==> config.mk <==
export PLATFORM = sky130hd
export DESIGN_NAME = rgb332_to_hsv
export DESIGN_NICKNAME = d
export VERILOG_FILES = /design/src/rtl/rgb332_to_hsv.sv
export SDC_FILE = /design/constraint.sdc
export NUM_CORES = 1
export LEC_CHECK = 0
export BUFFER_PORTS_ARGS = -buffer_cell sky130_fd_sc_hd__buf_4
export CAP_MARGIN = 10
export CORE_ASPECT_RATIO = 0.7
export CORE_UTILIZATION = 55
export CTS_BUF_LIST = sky130_fd_sc_hd__clkbuf_2
export DETAILED_ROUTE_END_ITERATION = 8
export GPL_TIMING_DRIVEN = 0
export PLACE_DENSITY_LB_ADDON = 0.08
export SYNTH_ARGS = -nofsm -noshare
export SYNTH_HDL_FRONTEND = slang
export SYNTH_SLANG_ARGS = --single-unit
export TNS_END_PERCENT = 30
==> constraint.sdc <==
create_clock -name clk -period 5.5 [get_ports clk]
set_input_delay 0.275 -clock clk [delete_from_list [all_inputs] [get_ports clk]]
set_output_delay 0.275 -clock clk [all_outputs]
set_load 0.01 [all_outputs]
==> src/rtl/rgb332_to_hsv.sv <==
// ============================================================================
// rgb332_to_hsv
// ----------------------------------------------------------------------------
// Sequential converter from an 8-bit RGB332 pixel word back to the 12-sector
// hue / 3-bit saturation / 3-bit value form that the pixel colour generator
// consumes. One restoring divider is shared by the saturation and hue
// divisions. Each division takes six cycles and produces one quotient bit
// per cycle, MSB first.
//
// Ports
//   clk        rising-edge clock
//   rst_n      asynchronous active-low reset
//   in_valid   color is valid
//   in_ready   block can accept a pixel (high only while idle)
//   color      pixel word: r=[7:5], g=[4:2], b2=[1:0]
//   out_valid  h/s/v result valid, held until accepted
//   out_ready  consumer accepts the result
//   h          hue sector 0..11
//   s          saturation 0..7
//   v          value 0..7
//
// Build option
//   RGB2HSV_GRAY_BYPASS_EN  when defined, grey inputs (delta == 0) skip both
//                           divisions and go straight from CALC to DONE.
//                           Chromatic inputs behave the same in both builds.
//
// Latency: for an accept at edge T, out_valid rises at edge T+14. With the
// gray bypass, a grey input raises out_valid at edge T+2. out_valid is
// registered, so it rises one edge after the FSM enters DONE. By then h/s/v
// are already settled.
// ============================================================================
module rgb332_to_hsv (
    input  logic       clk,
    input  logic       rst_n,
    input  logic       in_valid,
    output logic       in_ready,
    input  logic [7:0] color,
    output logic       out_valid,
    input  logic       out_ready,
    output logic [3:0] h,
    output logic [2:0] s,
    output logic [2:0] v
);

    typedef enum logic [2:0] {
        ST_IDLE,
        ST_CALC,
        ST_DIV_S,
        ST_DIV_H,
        ST_DONE
    } state_t;

    state_t      r_state;
    state_t      w_state_next;

    // Latched channel values. Blue is widened from 2 to 3 bits at the accept
    // edge.
    logic [2:0]  r_r3;
    logic [2:0]  r_g3;
    logic [2:0]  r_b3;

    // Values decoded in CALC and kept for the two division phases.
    logic [2:0]  r_mx;
    logic [2:0]  r_delta;
    logic [3:0]  r_base;
    logic        r_num_neg;
    logic [2:0]  r_num_abs;
    logic [2:0]  r_sat_q;

    // Shared restoring divider state.
    logic [5:0]  r_dvd;
    logic [3:0]  r_dvs;
    logic [5:0]  r_rem;
    logic [2:0]  r_quot;
    logic [2:0]  r_cnt;

    // Output registers.
    logic [3:0]  r_h;
    logic [2:0]  r_s;
    logic [2:0]  r_v;
    logic        r_out_valid;

    // Combinational decode of the latched pixel.
    logic [2:0]  w_mx;
    logic [2:0]  w_mn;
    logic [2:0]  w_delta;
    logic [3:0]  w_base;
    logic [3:0]  w_num;
    logic        w_num_neg;
    logic [2:0]  w_num_abs;

    // Divider step signals.
    logic        w_ge;
    logic [5:0]  w_shift;
    logic [5:0]  w_sub;
    logic [5:0]  w_rem_next;
    logic        w_qbit;
    logic [2:0]  w_quot_next;

    // Hue assembly.
    logic [1:0]  w_q;
    logic [4:0]  w_hue_raw;
    logic [3:0]  w_hue;

    logic        w_accept;
    logic        w_last_step;
    logic        w_handoff;

    assign w_accept    = in_valid && (r_state == ST_IDLE);
    assign w_last_step = (r_cnt == 3'd5);
    assign w_handoff   = r_out_valid && out_ready;

    assign in_ready  = (r_state == ST_IDLE);
    assign out_valid = r_out_valid;
    assign h         = r_h;
    assign s         = r_s;
    assign v         = r_v;

    // Pick the max channel with r > g > b priority on ties. Then form the
    // sector base and the signed difference of the two other channels. The
    // minimum is found separately because it does not depend on the tie order.
    always_comb begin
        w_mx   = r_r3;
        w_base = 4'd0;
        w_num  = {1'b0, r_g3} - {1'b0, r_b3};
        if ((r_r3 >= r_g3) && (r_r3 >= r_b3)) begin
            w_mx   = r_r3;
            w_base = 4'd0;
            w_num  = {1'b0, r_g3} - {1'b0, r_b3};
        end else if (r_g3 >= r_b3) begin
            w_mx   = r_g3;
            w_base = 4'd4;
            w_num  = {1'b0, r_b3} - {1'b0, r_r3};
        end else begin
            w_mx   = r_b3;
            w_base = 4'd8;
            w_num  = {1'b0, r_r3} - {1'b0, r_g3};
        end

        w_mn = r_r3;
        if (r_g3 < w_mn) begin
            w_mn = r_g3;
        end
        if (r_b3 < w_mn) begin
            w_mn = r_b3;
        end
    end

    assign w_delta   = w_mx - w_mn;
    assign w_num_neg = w_num[3];
    assign w_num_abs = w_num_neg ? 3'(4'd0 - w_num) : w_num[2:0];

    // One restoring step. Shift the next dividend bit into the partial
    // remainder. Subtract the divisor only when the remainder is large enough.
    // The compare uses one extra bit, so a shifted value that overflows six
    // bits still compares correctly.
    assign w_shift     = {r_rem[4:0], r_dvd[5]};
    assign w_ge        = ({r_rem, r_dvd[5]} >= {3'b000, r_dvs});
    assign w_sub       = w_shift - {2'b00, r_dvs};
    assign w_qbit      = w_ge;
    assign w_rem_next  = w_ge ? w_sub : w_shift;
    assign w_quot_next = {r_quot[1:0], w_qbit};

    // hue = (base +/- q) mod 12. A negative offset adds 12 before
    // subtracting, so the sum never underflows. One conditional subtract then
    // folds the result back into 0..11.
    assign w_q       = w_quot_next[1:0];
    assign w_hue_raw = r_num_neg ? ({1'b0, r_base} + 5'd12 - {3'b000, w_q})
                                 : ({1'b0, r_base} + {3'b000, w_q});
    assign w_hue     = (w_hue_raw >= 5'd12) ? 4'(w_hue_raw - 5'd12)
                                            : w_hue_raw[3:0];

    // State register.
    always_ff @(posedge clk or negedge rst_n) begin
        if (!rst_n) begin
            r_state <= ST_IDLE;
        end else begin
            r_state <= w_state_next;
        end
    end

    // Next-state logic. DONE only releases when the registered out_valid has
    // actually been seen together with out_ready. This means a consumer that
    // holds out_ready high early cannot make the block skip its own result.
    always_comb begin
        w_state_next = r_state;
        case (r_state)
            ST_IDLE: begin
                if (w_accept) begin
                    w_state_next = ST_CALC;
                end
            end
            ST_CALC: begin
`ifdef RGB2HSV_GRAY_BYPASS_EN
                if (w_delta == 3'd0) begin
                    w_state_next = ST_DONE;
                end else begin
                    w_state_next = ST_DIV_S;
                end
`else
                w_state_next = ST_DIV_S;
`endif
            end
            ST_DIV_S: begin
                if (w_last_step) begin
                    w_state_next = ST_DIV_H;
                end
            end
            ST_DIV_H: begin
                if (w_last_step) begin
                    w_state_next = ST_DONE;
                end
            end
            ST_DONE: begin
                if (w_handoff) begin
                    w_state_next = ST_IDLE;
                end
            end
            default: begin
                w_state_next = ST_IDLE;
            end
        endcase
    end

    // Datapath. The accept edge widens b2 to 3 bits by repeating its MSB.
    // CALC registers the decode and loads delta*7 / mx into the divider. The
    // last saturation step stores s and reloads the divider with
    // (4|num| + delta) / (2*delta). The last hue step writes h/s/v, which
    // happens only on entry to DONE. Zero divisors cannot be avoided for
    // greys, so their quotients are discarded: s is forced to 0 when mx == 0,
    // and h is forced to 0 when delta == 0.
    always_ff @(posedge clk or negedge rst_n) begin
        if (!rst_n) begin
            r_r3      <= 3'd0;
            r_g3      <= 3'd0;
            r_b3      <= 3'd0;
            r_mx      <= 3'd0;
            r_delta   <= 3'd0;
            r_base    <= 4'd0;
            r_num_neg <= 1'b0;
            r_num_abs <= 3'd0;
            r_sat_q   <= 3'd0;
            r_dvd     <= 6'd0;
            r_dvs     <= 4'd0;
            r_rem     <= 6'd0;
            r_quot    <= 3'd0;
            r_cnt     <= 3'd0;
            r_h       <= 4'd0;
            r_s       <= 3'd0;
            r_v       <= 3'd0;
        end else begin
            case (r_state)
                ST_IDLE: begin
                    if (w_accept) begin
                        r_r3 <= color[7:5];
                        r_g3 <= color[4:2];
                        r_b3 <= {color[1:0], color[1]};
                    end
                end
                ST_CALC: begin
                    r_mx      <= w_mx;
                    r_delta   <= w_delta;
                    r_base    <= w_base;
                    r_num_neg <= w_num_neg;
                    r_num_abs <= w_num_abs;
                    r_dvd     <= {w_delta, 3'b000} - {3'b000, w_delta};
                    r_dvs     <= {1'b0, w_mx};
                    r_rem     <= 6'd0;
                    r_quot    <= 3'd0;
                    r_cnt     <= 3'd0;
`ifdef RGB2HSV_GRAY_BYPASS_EN
                    if (w_delta == 3'd0) begin
                        r_h <= 4'd0;
                        r_s <= 3'd0;
                        r_v <= w_mx;
                    end
`endif
                end
                ST_DIV_S: begin
                    r_dvd  <= {r_dvd[4:0], 1'b0};
                    r_rem  <= w_rem_next;
                    r_quot <= w_quot_next;
                    r_cnt  <= r_cnt + 3'd1;
                    if (w_last_step) begin
                        r_sat_q <= (r_mx == 3'd0) ? 3'd0 : w_quot_next;
                        r_dvd   <= {1'b0, r_num_abs, 2'b00} + {3'b000, r_delta};
                        r_dvs   <= {r_delta, 1'b0};
                        r_rem   <= 6'd0;
                        r_quot  <= 3'd0;
                        r_cnt   <= 3'd0;
                    end
                end
                ST_DIV_H: begin
                    r_dvd  <= {r_dvd[4:0], 1'b0};
                    r_rem  <= w_rem_next;
                    r_quot <= w_quot_next;
                    r_cnt  <= r_cnt + 3'd1;
                    if (w_last_step) begin
                        r_h   <= (r_delta == 3'd0) ? 4'd0 : w_hue;
                        r_s   <= r_sat_q;
                        r_v   <= r_mx;
                        r_cnt <= 3'd0;
                    end
                end
                default: begin
                end
            endcase
        end
    end

    // out_valid rises on the first DONE cycle. It stays high until the
    // handshake edge, and it is low in every other state.
    always_ff @(posedge clk or negedge rst_n) begin
        if (!rst_n) begin
            r_out_valid <= 1'b0;
        end else if (r_state == ST_DONE) begin
            r_out_valid <= !w_handoff;
        end else begin
            r_out_valid <= 1'b0;
        end
    end

endmodule

==> metrics.yaml, run 1 <==
logic_synthesis:
  synth_area_per_cell_um2: 9.13
  yosys_most_used_dff: "dfrtp_1"
  syn-num-nets: 444
  synth_cell_types: 54
  syn-cell-area_um2: 3640
  yosys_register_bits: 58
  synth-edff-count: 0
  postSynth.asyncResetShare: 1.00
  ys_seq_area_frac: 0.399
  ys_warn_count: 0
  synthCells: 399
timing:
  finClkSkew_ns: 0.0252
  rsz0062_at_grt: "no"
  relSlewSlack: 0.449
  layout_min_cycle_time_ns: 4.99
  setup_viol: 0
  fin_setup_tns_ns: 0
  tightest_slew_ns: 0.817
  max_freq_ghz: 0.200
  hold_viol: 0
  period_share: 0.907
  hold-worst-slack_ns: 0.113
  slew_violations: 0
cells_and_area:
  nFillCells: 556
  drive_gt1_frac: 0.125
  mostFrequentLayoutCells: "80 x nand2_1, 58 x dfrtp_1, 39 x o21ai_0"
  layout.nets: 488
  diodes: 0
  final_cells: 526
  syn_to_final_growth_pct: 14.2
  final_common_cell: "nand2_1"
  fin_util: 0.659
min_path:
  hp-class: "input pin to register"
flow_run:
  drv_cap: 0
status:
  status: "completed"
grt:
  grt_pass1_vias: 3007
  antenna_found_initial: 0
  grt_start_max_net_pins: 59
  overflow: 0
  grt_first_pass_wirelength_um: 14600
  track_usage: 0.271
placement:
  place_inst: 500
  gp_congestion: 0.901
  hpwl_um: 6120
  io_buffers: 23
floorplanning:
  initial_core_util: 0.577
  core-area_um2: 6310
  num_rows: 24
  die_h_um: 70.1
  die-width_um: 99.2
  dieArea_um2: 6950
  io-pin-count: 24
setup_path:
  worst_path_most_repeated_cell: "inv_1"
  crit_fanout: 6
  cp.arrival_ns: 5.42
  crit_path_start_kind: "register"
  slowest_delay_ns: 0.49
  end_kind: "register"
  crit_slowest_cell: "dfrtp_1"
  critical_path_class: "register to register"
  crit_chain: "inv_1 > ha_1 > inv_1 > fa_1 > inv_1 > fa_1 > a31oi_1 > nor2_1 > a21oi_1 > ha_1 > o21ai_0 > nand2b_1 > a21oi_1 > mux2_2 > fa_1 > inv_1 > ha_1 > a21bo_2 > mux2i_1 > mux2_1 > o311ai_1"
  worst-endpoint-required_ns: 5.93
drt:
  num_vias: 3008
  vias_per_cell: 5.72
  wire_per_inst_um: 15.9
  drcViolationCount: 0
  drt-pass1-iter-count: 4
  drt_iter0_markers: 175
  postRouteAntennaNets: 0
  drt-total-wl_um: 8350
clock_tree:
  cts_tree: "built"
  cts_buffers: 9
  cts_setup_buffers: 0
  clkLatencyLatePin_ns: 0.51
  clockBufferDepth: 2
  ctsRootBufferMaster: "clkbuf_2"
  htreeDepth: 3
  path_clk_slew_ns: 0.19
  cts_num_sinks: 58
==> through the flow <==
step / cell area, um^2 / worst slack (ns)
final: 4160 / 0.510
after detailed placement: 3910 / 0.626
after floorplan: 3640 / 1.22
after global placement: 3910 / 0.690
after global routing: 4160 / 0.260
after CTS: 4160 / 0.537
==> cell type report <==
class,instances,area (um^2),area share
Timing Repair Buffer,33,273,0.0656
Inverter,29,109,0.0262
Multi-Input combinational cell,299,2020,0.486
Sequential cell,58,1450,0.349
Tap cell,78,97.6,0.0235
Clock inverter,7,101,0.0244
Clock buffer,9,45.0,0.0108
Buffer,13,58.8,0.0141
==> cell families (layout without fill, tap and decap cells) <==
group	after synthesis	count (layout)	share of synthesized area
fa+ha+maj	33	33	0.130
mux	18	18	0.0502
flops	58	58	0.399
buf+inv	42	91	0.0461
compound gates	103	103	0.182
simple gates	138	138	0.176
xor+xnor	7	7	0.0168
==> metal layers <==
layer | vias to the layer above | global-route usage | wire length, um
met1 | 1446 | 0.413 | 4430
met3 | 13 | 0.0781 | 488
li1 | 1471 | - | -
met2 | 78 | 0.383 | 3350
met5 | - | 0 | 0
met4 | 0 | 0.0539 | 82
==> repair_timing <==
item / CTS / global route
endpoints found under the hold margin: 67 / 0
hold buffers: 10 / 0
gates resized for setup: 0 / 0
==> Yosys cell counts (8+ instances only) <==
library cell | number | area share
o21ai_0 | 39 | 0.054
nor2_1 | 15 | 0.015
nand2_1 | 80 | 0.082
clkbuf_1 | 10 | 0.010
a21oi_1 | 16 | 0.022
a21o_1 | 8 | 0.016
ha_1 | 25 | 0.086
nand3_1 | 8 | 0.011
dfrtp_1 | 58 | 0.40
fa_1 | 8 | 0.044
nor2b_1 | 8 | 0.014
mux2i_1 | 16 | 0.044
inv_1 | 27 | 0.028
==> flip-flops by register name (all words and copies together) (netlist names), 3 cells and up <==
register / count
h: 4
r_cnt: 3
r_delta: 3
r_dvd: 6
r_dvs: 4
r_g3: 3
r_mx: 3
r_num_abs: 3
r_r3: 3
r_rem: 6
r_sat_q: 3
r_state: 3
s: 3
v: 3
==> final timing paths <==
| check | from | to | slack (ns) | depth (start not counted) |
|---|---|---|---|---|
| max in group asynchronous | rst_n | r_g3[2]$_DFFE_PN0P_ | 4.63 | 2 |
| worst min register to register | out_valid$_DFF_PN0_ | out_valid$_DFF_PN0_ | 0.48 | 1 |
| worst max-delay path | r_r3[0]$_DFFE_PN0P_ | r_dvd[4]$_DFFE_PN0P_ | 0.51 | 21 |
| min in group asynchronous | rst_n | r_r3[1]$_DFFE_PN0P_ | 0.34 | 2 |
| worst max register to register | r_r3[0]$_DFFE_PN0P_ | r_dvd[4]$_DFFE_PN0P_ | 0.51 | 21 |
| worst min-delay path | in_valid | r_state[0]$_DFFE_PN0P_ | 0.11 | 3 |
==> worst max-delay path, delay by kind of cell (launching register included) <==
family,cells,cell delay [ns]
AO/OA/AOI/OAI,6,1.15
adder cells (fa/ha/maj),6,1.79
buffers and inverters,4,0.38
flip-flops,1,0.49
multiplexers,3,0.91
AND/OR/NAND/NOR,2,0.16
Power of run 1 is not shown: default switching activity piles up to over one toggle a cycle in this logic, so the estimate is an artifact.
==> inputs of run 2 (changes only) <==
PLACE_DENSITY = 0.81   (was default)
PLACE_DENSITY_LB_ADDON = default   (was 0.08)
clock period = 6.2 ns   (was 5.5 ns; I/O delays follow)
==> run 2 against run 1 <==
  * Via count up 0.80%
  * Utilization down 0.24 points
  * Largest cell class unchanged
  * Maximum frequency up 1.2%
  * Count of clock-buffer cells in the layout up 1
  * Non-clock buffer count unchanged
  * Worst setup slack better by 0.76 ns
  * Critical endpoint is now r_dvd[3]$_DFFE_PN0P_
  * Final area down 0.36%
  * First-iteration DRC count up 30%
  * Register-to-register slack better by 0.76 ns
  * Sequential share of layout area up 0.13 points
  * Worst hold slack better by 0.061 ns
  * Clock skew down 0.0021 ns
==> metrics.yaml, run 2 (synthesized netlist as in run 1, its figures left out) <==
setup_path:
  crit_chain: "inv_1 > ha_1 > inv_1 > fa_1 > inv_1 > fa_1 > a31oi_1 > nor2_1 > a21oi_1 > ha_1 > o21ai_0 > nand2b_1 > a21oi_1 > mux2_2 > fa_1 > nand2b_1 > a21o_1 > and2_0 > xnor2_1 > nand2_1 > a31o_1"
  path_delay_family: "adder cells"
  slowest_delay_ns: 0.47  # -0.02 ns
  end_kind: "register"
  critical_path_class: "register to register"
  path_buf_inv: 3  # -1
  crit_fanout: 5  # -1
  cp.arrival_ns: 5.32  # -0.10 ns
  crit_path_start_kind: "register"
  crit_slowest_cell: "dfrtp_1"
  worst-endpoint-required_ns: 6.59  # +0.66 ns
floorplanning:
  die_h_um: 70.1  # unchanged
  num_rows: 24  # unchanged
  die-width_um: 99.2  # unchanged
  core-area_um2: 6310  # unchanged
  initial_core_util: 0.577  # unchanged
  dieArea_um2: 6950  # unchanged
  io-pin-count: 24  # unchanged
grt:
  overflow: 0  # unchanged
  grt_first_pass_wirelength_um: 14200  # -2.7%
  antenna_found_initial: 0  # unchanged
  grt_start_max_net_pins: 59  # unchanged
  track_usage: 0.264  # -0.00763
  grt_pass1_vias: 2905  # -3.4%
drt:
  num_vias: 3032  # +0.80%
  drt-total-wl_um: 8230  # -1.5%
  drcViolationCount: 0  # unchanged
  vias_per_cell: 5.76  # +0.80%
  drt_iter0_markers: 228  # +30%
  wire_per_inst_um: 15.6  # -1.5%
  postRouteAntennaNets: 0  # unchanged
  drt-pass1-iter-count: 5  # +1
cells_and_area:
  final_common_cell: "nand2_1"
  mostFrequentLayoutCells: "80 x nand2_1, 58 x dfrtp_1, 39 x o21ai_0"
  reg_top3: "r_dvd x6, r_rem x6"
  fin_util: 0.657  # -0.00238
  final_area_um2: 4140  # -0.36%
  layout.nets: 488  # unchanged
  diodes: 0  # unchanged
  syn_to_final_growth_pct: 13.8
  drive_gt1_frac: 0.121  # -0.00446
timing:
  period_share: 0.795  # -0.112
  fin_setup_tns_ns: 0  # unchanged
  layout_min_cycle_time_ns: 4.93  # -0.0615 ns
  finClkSkew_ns: 0.0231  # -0.00207 ns
  max_freq_ghz: 0.203  # +1.2%
  rsz0062_at_grt: "no"
  relSlewSlack: 0.473  # +0.0235
  setup_viol: 0  # unchanged
  tightest_slew_ns: 0.782  # -0.0349 ns
  hold-worst-slack_ns: 0.174  # +0.0606 ns
  hold_viol: 0  # unchanged
  slew_violations: 0  # unchanged
clock_tree:
  ctsRootBufferMaster: "clkbuf_2"
  cts_setup_buffers: 0  # unchanged
  cts_resized: 0  # unchanged
  path_clk_slew_ns: 0.17  # -0.02 ns
  htreeDepth: 3  # unchanged
  clkLatencyLatePin_ns: 0.50  # about the same
  cts_buffers: 9  # unchanged
  ctsHoldBuffers: 10  # unchanged
  clockBufferDepth: 2  # unchanged
  cts_num_sinks: 58  # unchanged
  cts_tree: "built"
placement:
  hpwl_um: 6080  # -0.72%
  place_area_um2: 3910  # unchanged
  io_buffers: 23  # unchanged
  gp_congestion: 0.918  # +1.9%
status:
  status: "completed"
min_path:
  hp-class: "input pin to register"
flow_run:
  drv_cap: 0  # unchanged
run 2: through the flow:
stage / instances / setup slack, ns
floorplan: 399 / 1.92
global placement: 500 / 1.52
detailed placement: 500 / 1.39
CTS: 526 / 1.35
global route: 526 / 0.942
finish: 526 / 1.27
run 2: worst reg2reg max path, stage by stage (launching register included):
cell,delay [ns]
dfrtp_1,0.47
inv_1,0.11
ha_1,0.20
inv_1,0.08
fa_1,0.18
inv_1,0.05
fa_1,0.43
a31oi_1,0.33
nor2_1,0.07
a21oi_1,0.17
ha_1,0.27
o21ai_0,0.09
nand2b_1,0.08
a21oi_1,0.16
mux2_2,0.36
fa_1,0.45
nand2b_1,0.17
a21o_1,0.21
and2_0,0.16
xnor2_1,0.44
nand2_1,0.11
a31o_1,0.23
run 2: metal layers:
| layer | GRT usage | vias up | share of wire |
|---|---|---|---|
| met3 | 0.0601 | 21 | 0.057 |
| met2 | 0.396 | 106 | 0.44 |
| met5 | 0 | - | 0 |
| met1 | 0.384 | 1421 | 0.49 |
| li1 | - | 1484 | - |
| met4 | 0.0719 | 0 | 0.017 |
run 2: worst paths after layout:
check	startpoint	endpoint	slack [ns]	depth (start not counted)
min in group asynchronous	rst_n	s[1]$_DFFE_PN0P_	0.39	2
worst max-delay path	r_r3[0]$_DFFE_PN0P_	r_dvd[3]$_DFFE_PN0P_	1.27	21
max in group asynchronous	rst_n	r_rem[5]$_DFFE_PN0P_	5.30	2
worst min register to register	out_valid$_DFF_PN0_	out_valid$_DFF_PN0_	0.48	1
worst min-delay path	in_valid	r_state[0]$_DFFE_PN0P_	0.17	3
worst max register to register	r_r3[0]$_DFFE_PN0P_	r_dvd[3]$_DFFE_PN0P_	1.27	21
run 2: area by class of cell:
| class | count | area [um^2] |
|---|---|---|
| inverter | 29 | 109 |
| multi-input combinational | 299 | 2020 |
| clock buffer | 10 | 50.0 |
| sequential | 58 | 1450 |
| clock inverter | 6 | 81.3 |
| tap | 78 | 97.6 |
| fill | 515 | 2160 |
| buffer | 13 | 58.8 |
| timing repair buffer | 33 | 273 |
Power of run 2 is left out for the same reason.
